$ cat src/rtl/count_ctrl_pkg.sv
// count_ctrl_pkg: shared types and constants for the count_ctrl run-control
// sequencer and its counter core.
//   COUNT_WIDTH : default counter/limit width in bits
//   STATE_WIDTH : width of the exported FSM state encoding
//   state_t     : FSM states (encoding 2'd3 is illegal)
package count_ctrl_pkg;

    localparam int unsigned COUNT_WIDTH = 4;
    localparam int unsigned STATE_WIDTH = 2;

    typedef enum logic [STATE_WIDTH-1:0] {
        ST_IDLE  = 2'd0,
        ST_RUN   = 2'd1,
        ST_PAUSE = 2'd2
    } state_t;

    // A run is in progress whenever the FSM is counting or frozen.
    function automatic logic is_busy(input state_t s);
        return (s == ST_RUN) || (s == ST_PAUSE);
    endfunction

endpackage : count_ctrl_pkg

$ cat src/rtl/cnt_core.sv
// cnt_core: WIDTH-bit up-counter register with synchronous clear, enable and
// hold. Pure datapath; all sequencing decisions come from the caller.
// Ports:
//   clk    : rising-edge clock
//   reset  : synchronous, active-high reset (count -> 0)
//   clr    : synchronous clear to 0 (wins over en)
//   en     : increment by one, modulo 2^WIDTH; otherwise hold
//   count  : registered count value
module cnt_core
    import count_ctrl_pkg::*;
#(
    parameter int unsigned WIDTH = COUNT_WIDTH
) (
    input  logic             clk,
    input  logic             reset,
    input  logic             clr,
    input  logic             en,
    output logic [WIDTH-1:0] count
);

    // Counter register: reset > clear > increment > hold.
    always_ff @(posedge clk) begin
        if (reset) begin
            count <= '0;
        end else if (clr) begin
            count <= '0;
        end else if (en) begin
            count <= count + WIDTH'(1);
        end
    end

endmodule : cnt_core

$ cat src/rtl/count_ctrl.sv
// count_ctrl: run-control sequencer around a free-running up-counter.
// Adds start/stop/pause commands, a programmable terminal value, one-shot or
// periodic mode, and single-cycle terminal-count / done pulses.
// Optional build macro: COUNT_CTRL_IRQ_EN enables the sticky irq flag;
// without it irq is tied low and irq_clr is ignored (ports unchanged).
// Ports:
//   clk      : rising-edge clock
//   reset    : synchronous, active-high reset
//   start    : pulse, begins a run (IDLE only, ignored while stop=1)
//   stop     : pulse, aborts the run, count cleared, back to IDLE
//   pause    : level, freezes the count while high
//   periodic : mode sampled at start (1 = auto-reload, 0 = one-shot)
//   limit    : terminal value sampled at start
//   irq_clr  : clears irq (set has priority)
//   count    : current count
//   busy     : high in RUN or PAUSE
//   tc       : one-cycle terminal-count pulse
//   done     : one-cycle pulse when a one-shot run completes
//   state    : FSM state encoding (IDLE=0, RUN=1, PAUSE=2)
//   irq      : sticky interrupt flag
module count_ctrl
    import count_ctrl_pkg::*;
#(
    parameter int unsigned WIDTH = COUNT_WIDTH
) (
    input  logic                   clk,
    input  logic                   reset,
    input  logic                   start,
    input  logic                   stop,
    input  logic                   pause,
    input  logic                   periodic,
    input  logic [WIDTH-1:0]       limit,
    input  logic                   irq_clr,
    output logic [WIDTH-1:0]       count,
    output logic                   busy,
    output logic                   tc,
    output logic                   done,
    output logic [STATE_WIDTH-1:0] state,
    output logic                   irq
);

    state_t           state_q;
    logic [WIDTH-1:0] limit_q;
    logic             mode_q;

    logic             cnt_clr_c;
    logic             cnt_en_c;
    logic             tc_set_c;
    logic             done_set_c;
    logic             at_limit_c;

    assign at_limit_c = (count == limit_q);

    // Per-cycle event decode: counter control and pulse requests.
    // Priority inside RUN is stop > pause > terminal count > increment.
    always_comb begin
        cnt_clr_c  = 1'b0;
        cnt_en_c   = 1'b0;
        tc_set_c   = 1'b0;
        done_set_c = 1'b0;
        case (state_q)
            ST_IDLE: begin
                if (start && !stop) begin
                    cnt_clr_c = 1'b1;
                end
            end
            ST_RUN: begin
                if (stop) begin
                    cnt_clr_c = 1'b1;
                end else if (pause) begin
                    cnt_en_c = 1'b0;
                end else if (at_limit_c) begin
                    tc_set_c = 1'b1;
                    if (mode_q) begin
                        // Periodic reload; limit=0 yields a tc every cycle.
                        cnt_clr_c = 1'b1;
                    end else begin
                        // One-shot leaves the count parked at the limit.
                        done_set_c = 1'b1;
                    end
                end else begin
                    cnt_en_c = 1'b1;
                end
            end
            ST_PAUSE: begin
                if (stop) begin
                    cnt_clr_c = 1'b1;
                end
            end
            default: begin
                cnt_clr_c = 1'b0;
            end
        endcase
    end

    // Run-control FSM with registered status outputs.
    always_ff @(posedge clk) begin
        if (reset) begin
            state_q <= ST_IDLE;
            limit_q <= '0;
            mode_q  <= 1'b0;
            busy    <= 1'b0;
            tc      <= 1'b0;
            done    <= 1'b0;
        end else begin
            tc   <= tc_set_c;
            done <= done_set_c;
            case (state_q)
                ST_IDLE: begin
                    if (start && !stop) begin
                        limit_q <= limit;
                        mode_q  <= periodic;
                        state_q <= ST_RUN;
                        busy    <= 1'b1;
                    end
                end
                ST_RUN: begin
                    if (stop) begin
                        state_q <= ST_IDLE;
                        busy    <= 1'b0;
                    end else if (pause) begin
                        state_q <= ST_PAUSE;
                    end else if (done_set_c) begin
                        state_q <= ST_IDLE;
                        busy    <= 1'b0;
                    end
                end
                ST_PAUSE: begin
                    if (stop) begin
                        state_q <= ST_IDLE;
                        busy    <= 1'b0;
                    end else if (!pause) begin
                        state_q <= ST_RUN;
                    end
                end
                default: begin
                    // Illegal encoding: recover to a quiet IDLE.
                    state_q <= ST_IDLE;
                    busy    <= is_busy(ST_IDLE);
                end
            endcase
        end
    end

    assign state = state_q;

    cnt_core #(
        .WIDTH (WIDTH)
    ) u_cnt_core (
        .clk   (clk),
        .reset (reset),
        .clr   (cnt_clr_c),
        .en    (cnt_en_c),
        .count (count)
    );

`ifdef COUNT_CTRL_IRQ_EN
    // Sticky interrupt: set on a tc/done event (as it is raised and while
    // it is visible), so a clear coinciding with a pulse never drops it.
    always_ff @(posedge clk) begin
        if (reset) begin
            irq <= 1'b0;
        end else if (tc_set_c || done_set_c || tc || done) begin
            irq <= 1'b1;
        end else if (irq_clr) begin
            irq <= 1'b0;
        end
    end
`else
    logic unused_irq_clr;

    assign unused_irq_clr = irq_clr;
    assign irq            = 1'b0;
`endif

endmodule : count_ctrl

$ cat config.mk
export PLATFORM = sky130hd
export DESIGN_NAME = count_ctrl
export DESIGN_NICKNAME = d
export VERILOG_FILES = /design/src/rtl/count_ctrl_pkg.sv /design/src/rtl/cnt_core.sv /design/src/rtl/count_ctrl.sv
export SDC_FILE = /design/constraint.sdc
export NUM_CORES = 1
export LEC_CHECK = 0
export BUFFER_PORTS_ARGS = -buffer_cell sky130_fd_sc_hd__buf_4
export CAP_MARGIN = 20
export CORE_UTILIZATION = 24
export CTS_CLUSTER_DIAMETER = 60
export DETAILED_ROUTE_END_ITERATION = 16
export PLACE_DENSITY = 0.52
export SLEW_MARGIN = 25
export SYNTH_ARGS = -nofsm -noshare
export SYNTH_HDL_FRONTEND = slang
export SYNTH_SLANG_ARGS = --single-unit
export TNS_END_PERCENT = 20
$ cat constraint.sdc
create_clock -name clk -period 4.6 [get_ports clk]
set_input_delay 0 -clock clk [delete_from_list [all_inputs] [get_ports clk]]
set_output_delay 0 -clock clk [all_outputs]
set_load 0.05 [all_outputs]
Word-level counts from Yosys, hierarchy flattened

Index checks and enable logic that the tools add are counted.

Flip-flop bits (word level): 14
Input bits: 11
Output and inout port bits: 10
Logic and storage cells: 56

Add/subtract/negate cells: 1
Equal/unequal tests: 9
Mux-type cells: 30
Bitwise gates (word level): 1
Reductions and logical operators: 8

Operators with widths:

| cell                                                                  | count |
|---|---|
| 1-bit two-way mux                                                     | 21 |
| 2-bit two-way mux                                                     | 6 |
| 3-bit != test, second input constant                                  | 3 |
| 1-bit case mux with 3 select lines                                    | 2 |
| 2-bit case mux with 3 select lines                                    | 1 |
| 4-bit by 1-bit adder with 4-bit output, second input constant         | 1 |
| 4-bit equality test                                                   | 1 |
| 2-bit != test, second input constant                                  | 2 |
| 4-bit != test, second input constant                                  | 1 |
| 4-bit AND reduction                                                   | 1 |
| 4-bit OR reduction                                                    | 1 |
| 3-bit AND reduction                                                   | 1 |
| 2-bit by 1-bit equality test with 1-bit output, second input constant | 1 |
| 2-bit equality test, second input constant                            | 1 |
| 2-bit zero test                                                       | 1 |
| 2-bit AND reduction                                                   | 1 |
| 2-bit OR reduction                                                    | 1 |
| 1-bit logical AND                                                     | 1 |
| 1-bit zero test                                                       | 1 |
| 1-bit NOT                                                             | 1 |

Logic depth before layout (Yosys ltp)

Word-level depth: 9
Mapped depth: 5
Depth with buffers taken out: 4

By module

Synthesis repeated with hierarchy kept, for this count alone.

Cell total of the unflattened synthesis: 75
Area total of the unflattened synthesis: 719.4 µm²

Modules (own cells, without submodules):

| module     | instances | cells each | area each (µm²) | seq. area each (µm²) |
|---|---|---|---|---|
| count_ctrl | 1         | 58         | 541.8           | 200.2 |
| cnt_core   | 1         | 17         | 177.7           | 80.1 |

Worst setup path after synthesis

OpenSTA, ideal clock, no wires.

Path kind: register to register
From: register u_cnt_core.count[0]
To: register u_cnt_core.count[2]
Library setup time: 0.136 ns
Arrival time: 1.860 ns
Data required time: 4.464 ns
Setup slack: 2.603 ns
Cell stages (with the launch flop): 5
Buffers on the path: 0
Period minus slack after synthesis: 1.997 ns
Cell sequence: dfxtp_1 -> xor2_1 -> or4_4 -> o311ai_4 -> a22oi_1

Cells in the longest elaborated chain, start to end: 6
Elaborated cells on any way between the ends: 11
Classes of those cells: add/sub: 1; eq/ne: 1; mux: 8; reduce/logical: 1

RTL lines:

| item                               | RTL line         | RTL |
|---|---|---|
| from (decl)                        | cnt_core.sv:18   | `output logic [WIDTH-1:0] count` |
| from (signal assigned)             | cnt_core.sv:28   | `count <= count + WIDTH'(1);` |
| 4-bit equality test                | count_ctrl.sv:52 | `assign at_limit_c = (count == limit_q);` |
| 1-bit two-way mux                  | count_ctrl.sv:72 | `end else if (at_limit_c) begin` |
| 1-bit two-way mux                  | count_ctrl.sv:70 | `end else if (pause) begin` |
| 1-bit two-way mux                  | count_ctrl.sv:68 | `if (stop) begin` |
| 1-bit case mux with 3 select lines | count_ctrl.sv:61 | `case (state_q)` |
| 2-bit OR reduction (no line)       | n/a              |  |

Several ways; a longest one is shown, not always the timed one.
A chain may end at the register's enable or synchronous reset.

Final worst setup path

From: register state_q[0], in the netlist state[0]
To: register limit_q[3]

Cells in the longest elaborated chain, start to end: 2

RTL lines:

| item                          | RTL line          | RTL |
|---|---|---|
| from (decl)                   | count_ctrl.sv:42  | `state_t state_q;` |
| from (signal assigned)        | count_ctrl.sv:99  | `state_q <= ST_IDLE;` |
| from (signal assigned)        | count_ctrl.sv:113 | `state_q <= ST_RUN;` |
| from (signal assigned)        | count_ctrl.sv:119 | `state_q <= ST_IDLE;` |
| 2-bit zero test               | count_ctrl.sv:108 | `case (state_q)` |
| 2-bit AND reduction (no line) | n/a               |  |
| to (signal assigned)          | count_ctrl.sv:111 | `limit_q <= limit;` |
| to (decl)                     | count_ctrl.sv:43  | `logic [WIDTH-1:0] limit_q;` |

Every way passes these cells.

==> qor.csv <==
metric;value;unit
Tcrit/Tclk final;0.444;
PortBufs;18;
GRT Total Usage;0.107;
CTS Buf Count;3;
grt ovf;0;
Max Buffers Root-to-Sink;2;
highest layer used for signal routing;met4;
slew margin rel.;0.602;
Critical R2R Launch;state[0];
Max Cap Viol;0;
# rows;19;
root buf cell;clkbuf_4;
Worst R2R Setup Slack;2.56;ns
Metal-1 WL;723;um
Ys Warns;0;
Area growth syn-to-layout;37.3;%
Critical Path AT;2.21;ns
Hold Fails Final Rpt;0;
Syn Area/Cell;9.44;um2
Pwr per Cell Area;244;nW/um2
layout filler cell count;298;
worst hold-check path type;primary input to register;
Post-synth EDFFs;0;
Antenna diodes;0;
post-route ant nets;0;
Worst-Margin Slew;0.594;ns
first-pass GRT wire length;2720;um
Hold Path End;state[1];
TritonCTS clock tree;done;
failing checks;DRC;
Nets;117;
Die H;57.0;um
Placeable Area;2810;um2
worst vdd ir;0.138;mV
CP Max Fanout;9;
RSZ-0062 raised after global routing;no;
Mapped Cells;77;
Async S/R FF share, synth;0;
Cell Area, Synth;727;um2
Pleak;0.447;nW
Worst Path Required;4.76;ns
global placer's final weighted congestion;0.716;
share of layout cells above drive strength 1;0.252;
critical path startpoint category;register;
antenna violations before repair;0;
Initial DRT Pass Iterations;9;
Worst R2R End;limit_q[3];
H-tree Lvls;1;
vias;634;
post-DP HPWL;1130;um
clock sinks;14;
die width;57.0;um
sequential fraction of the synthesis area;0.386;
Post-Route WL;1560;um
vias in the first global route;630;
R2R cell count;4;
drt drc;4;
Starting Density;0.259;
I/O pins;21;
kind of critical path;register to register;
clk slew on worst S/H paths;0.09;ns
Tmin final;2.04;ns
hold depth;2;
maximum clock frequency;489;MHz
number of vias per cell;4.73;
top_reg_cell synth;dfxtp_1;
Clock Skews;0.00672;ns
Worst-Skew Late Latency;0.28;ns
violation count after the first detailed-route iteration;12;
Fin Setup TNS;0;ns
largest net degree at the start of global routing;12;
max-slew violation count;0;
number of setup buffers added after CTS;0;
Avg WL per Cell;11.6;um
Setup violations, final;0;
status;complete, but fails checks;
Power, Total;244;uW
syn nets;89;
DIE AREA;3250;um2
Crit. End Element;register;
number of synthesized register bits;14;
count of cell types in the netlist;32;
WL met3;87;um
min-delay src;pause;
DR WL met2;729;um
## flip-flops by register name (all words and copies together), names as in the netlist
name and cells:
busy 1, done 1, limit_q 4, mode_q 1
state 2, tc 1, u_cnt_core.count 4
## critical path: stages (launching register included)
cell	delay (ns)
dfxtp_1	0.44
nor4b_4	0.63
mux2i_1	0.25
nor2_1	0.05
dlygate4sd3_1	0.55
## layer usage
layer,GRT usage,up-vias
met5,0,-
met4,0.0209,0
met3,0.0476,2
met2,0.183,16
met1,0.124,290
li1,-,326
## layout make-up
class                   instances  area (um2)  area share
clock buffers                   3        22.5      0.0226
well taps                      31        38.8      0.0388
inverters                       3        11.3      0.0113
multi-input cells              55         410       0.411
repair buffers                 28         235       0.236
flip-flops and latches         14         280       0.281
## kinds of logic after synthesis
logic type      count (synthesis)  synth area share
compound gates                 17             0.186
xor+xnor                        6            0.0723
fa+ha+maj                       1            0.0172
buf+inv                         8            0.0499
flops                          14             0.386
mux                             5            0.0688
other cells                     1           0.00516
simple gates                   25             0.215
## power by group
part / total (mW) / internal (mW) / leakage, nW / switching [mW]
Sequential: 0.128 / 0.125 / 0.114 / 0.00367
Combinational: 0.0467 / 0.0220 / 0.320 / 0.0248
Clock: 0.0686 / 0.0303 / 0.0138 / 0.0383
## synth_stat cells (all sizes together), types with 2 or more instances
library cell | count | share of area
inv | 3 | 0.015
mux2i | 5 | 0.069
o21ai | 3 | 0.021
nor2 | 9 | 0.046
nand2b | 2 | 0.017
buf | 4 | 0.029
dfxtp | 14 | 0.39
nor4b | 2 | 0.053
xor2 | 6 | 0.072
a21oi | 5 | 0.034
nor4 | 2 | 0.017
or3 | 2 | 0.017
nand2 | 3 | 0.015
a22oi | 2 | 0.021
## how the worst max path moves through the flow
stage / to / startpoint / cells after the start / slack, ns
2_1_floorplan: u_cnt_core.count[2] / u_cnt_core.count[0] / 4 / 2.60
3_3_place_gp: u_cnt_core.count[3] / state[0] / 4 / 2.85
3_5_place_dp: u_cnt_core.count[3] / u_cnt_core.count[0] / 4 / 2.84
4_1_cts: limit_q[0] / state[0] / 4 / 2.53
5_1_grt: limit_q[0] / state[0] / 4 / 2.43
6_report: limit_q[3] / state[0] / 4 / 2.56
## repair_timing
action | 4_1_cts | 5_1_grt
endpoints found under the hold margin | 8 | 0
resized for setup | 0 | 0
hold buffers | 10 | 0
## placed cells by master (no fill, tap or decap), types with 2 or more instances in the layout
cell            n
dfxtp_1        14
o21ai_0         3
mux2i_1         5
nor2_1          9
nor4_1          2
a21oi_1         5
xor2_1          6
nand2_1         3
a22oi_1         2
dlygate4sd3_1  10
nand2b_1        2
buf_4          18
inv_1           3
or3_1           2
clkbuf_4        3
## metrics by stage
stage | utilization | setup WS (ns) | std cells | hold WS (ns) | area, um2
3_3_place_gp | 0.312 | 2.85 | 121 | 0.229 | 876
4_1_cts | 0.356 | 2.53 | 134 | 0.0188 | 998
5_1_grt | 0.356 | 2.43 | 134 | 0.0313 | 998
2_1_floorplan | - | 2.60 | 77 | 0.139 | 727
6_report | 0.356 | 2.56 | 134 | 0.0247 | 998
3_5_place_dp | 0.312 | 2.84 | 121 | 0.238 | 876
Note: power is estimated with default switching activity, not from simulation.
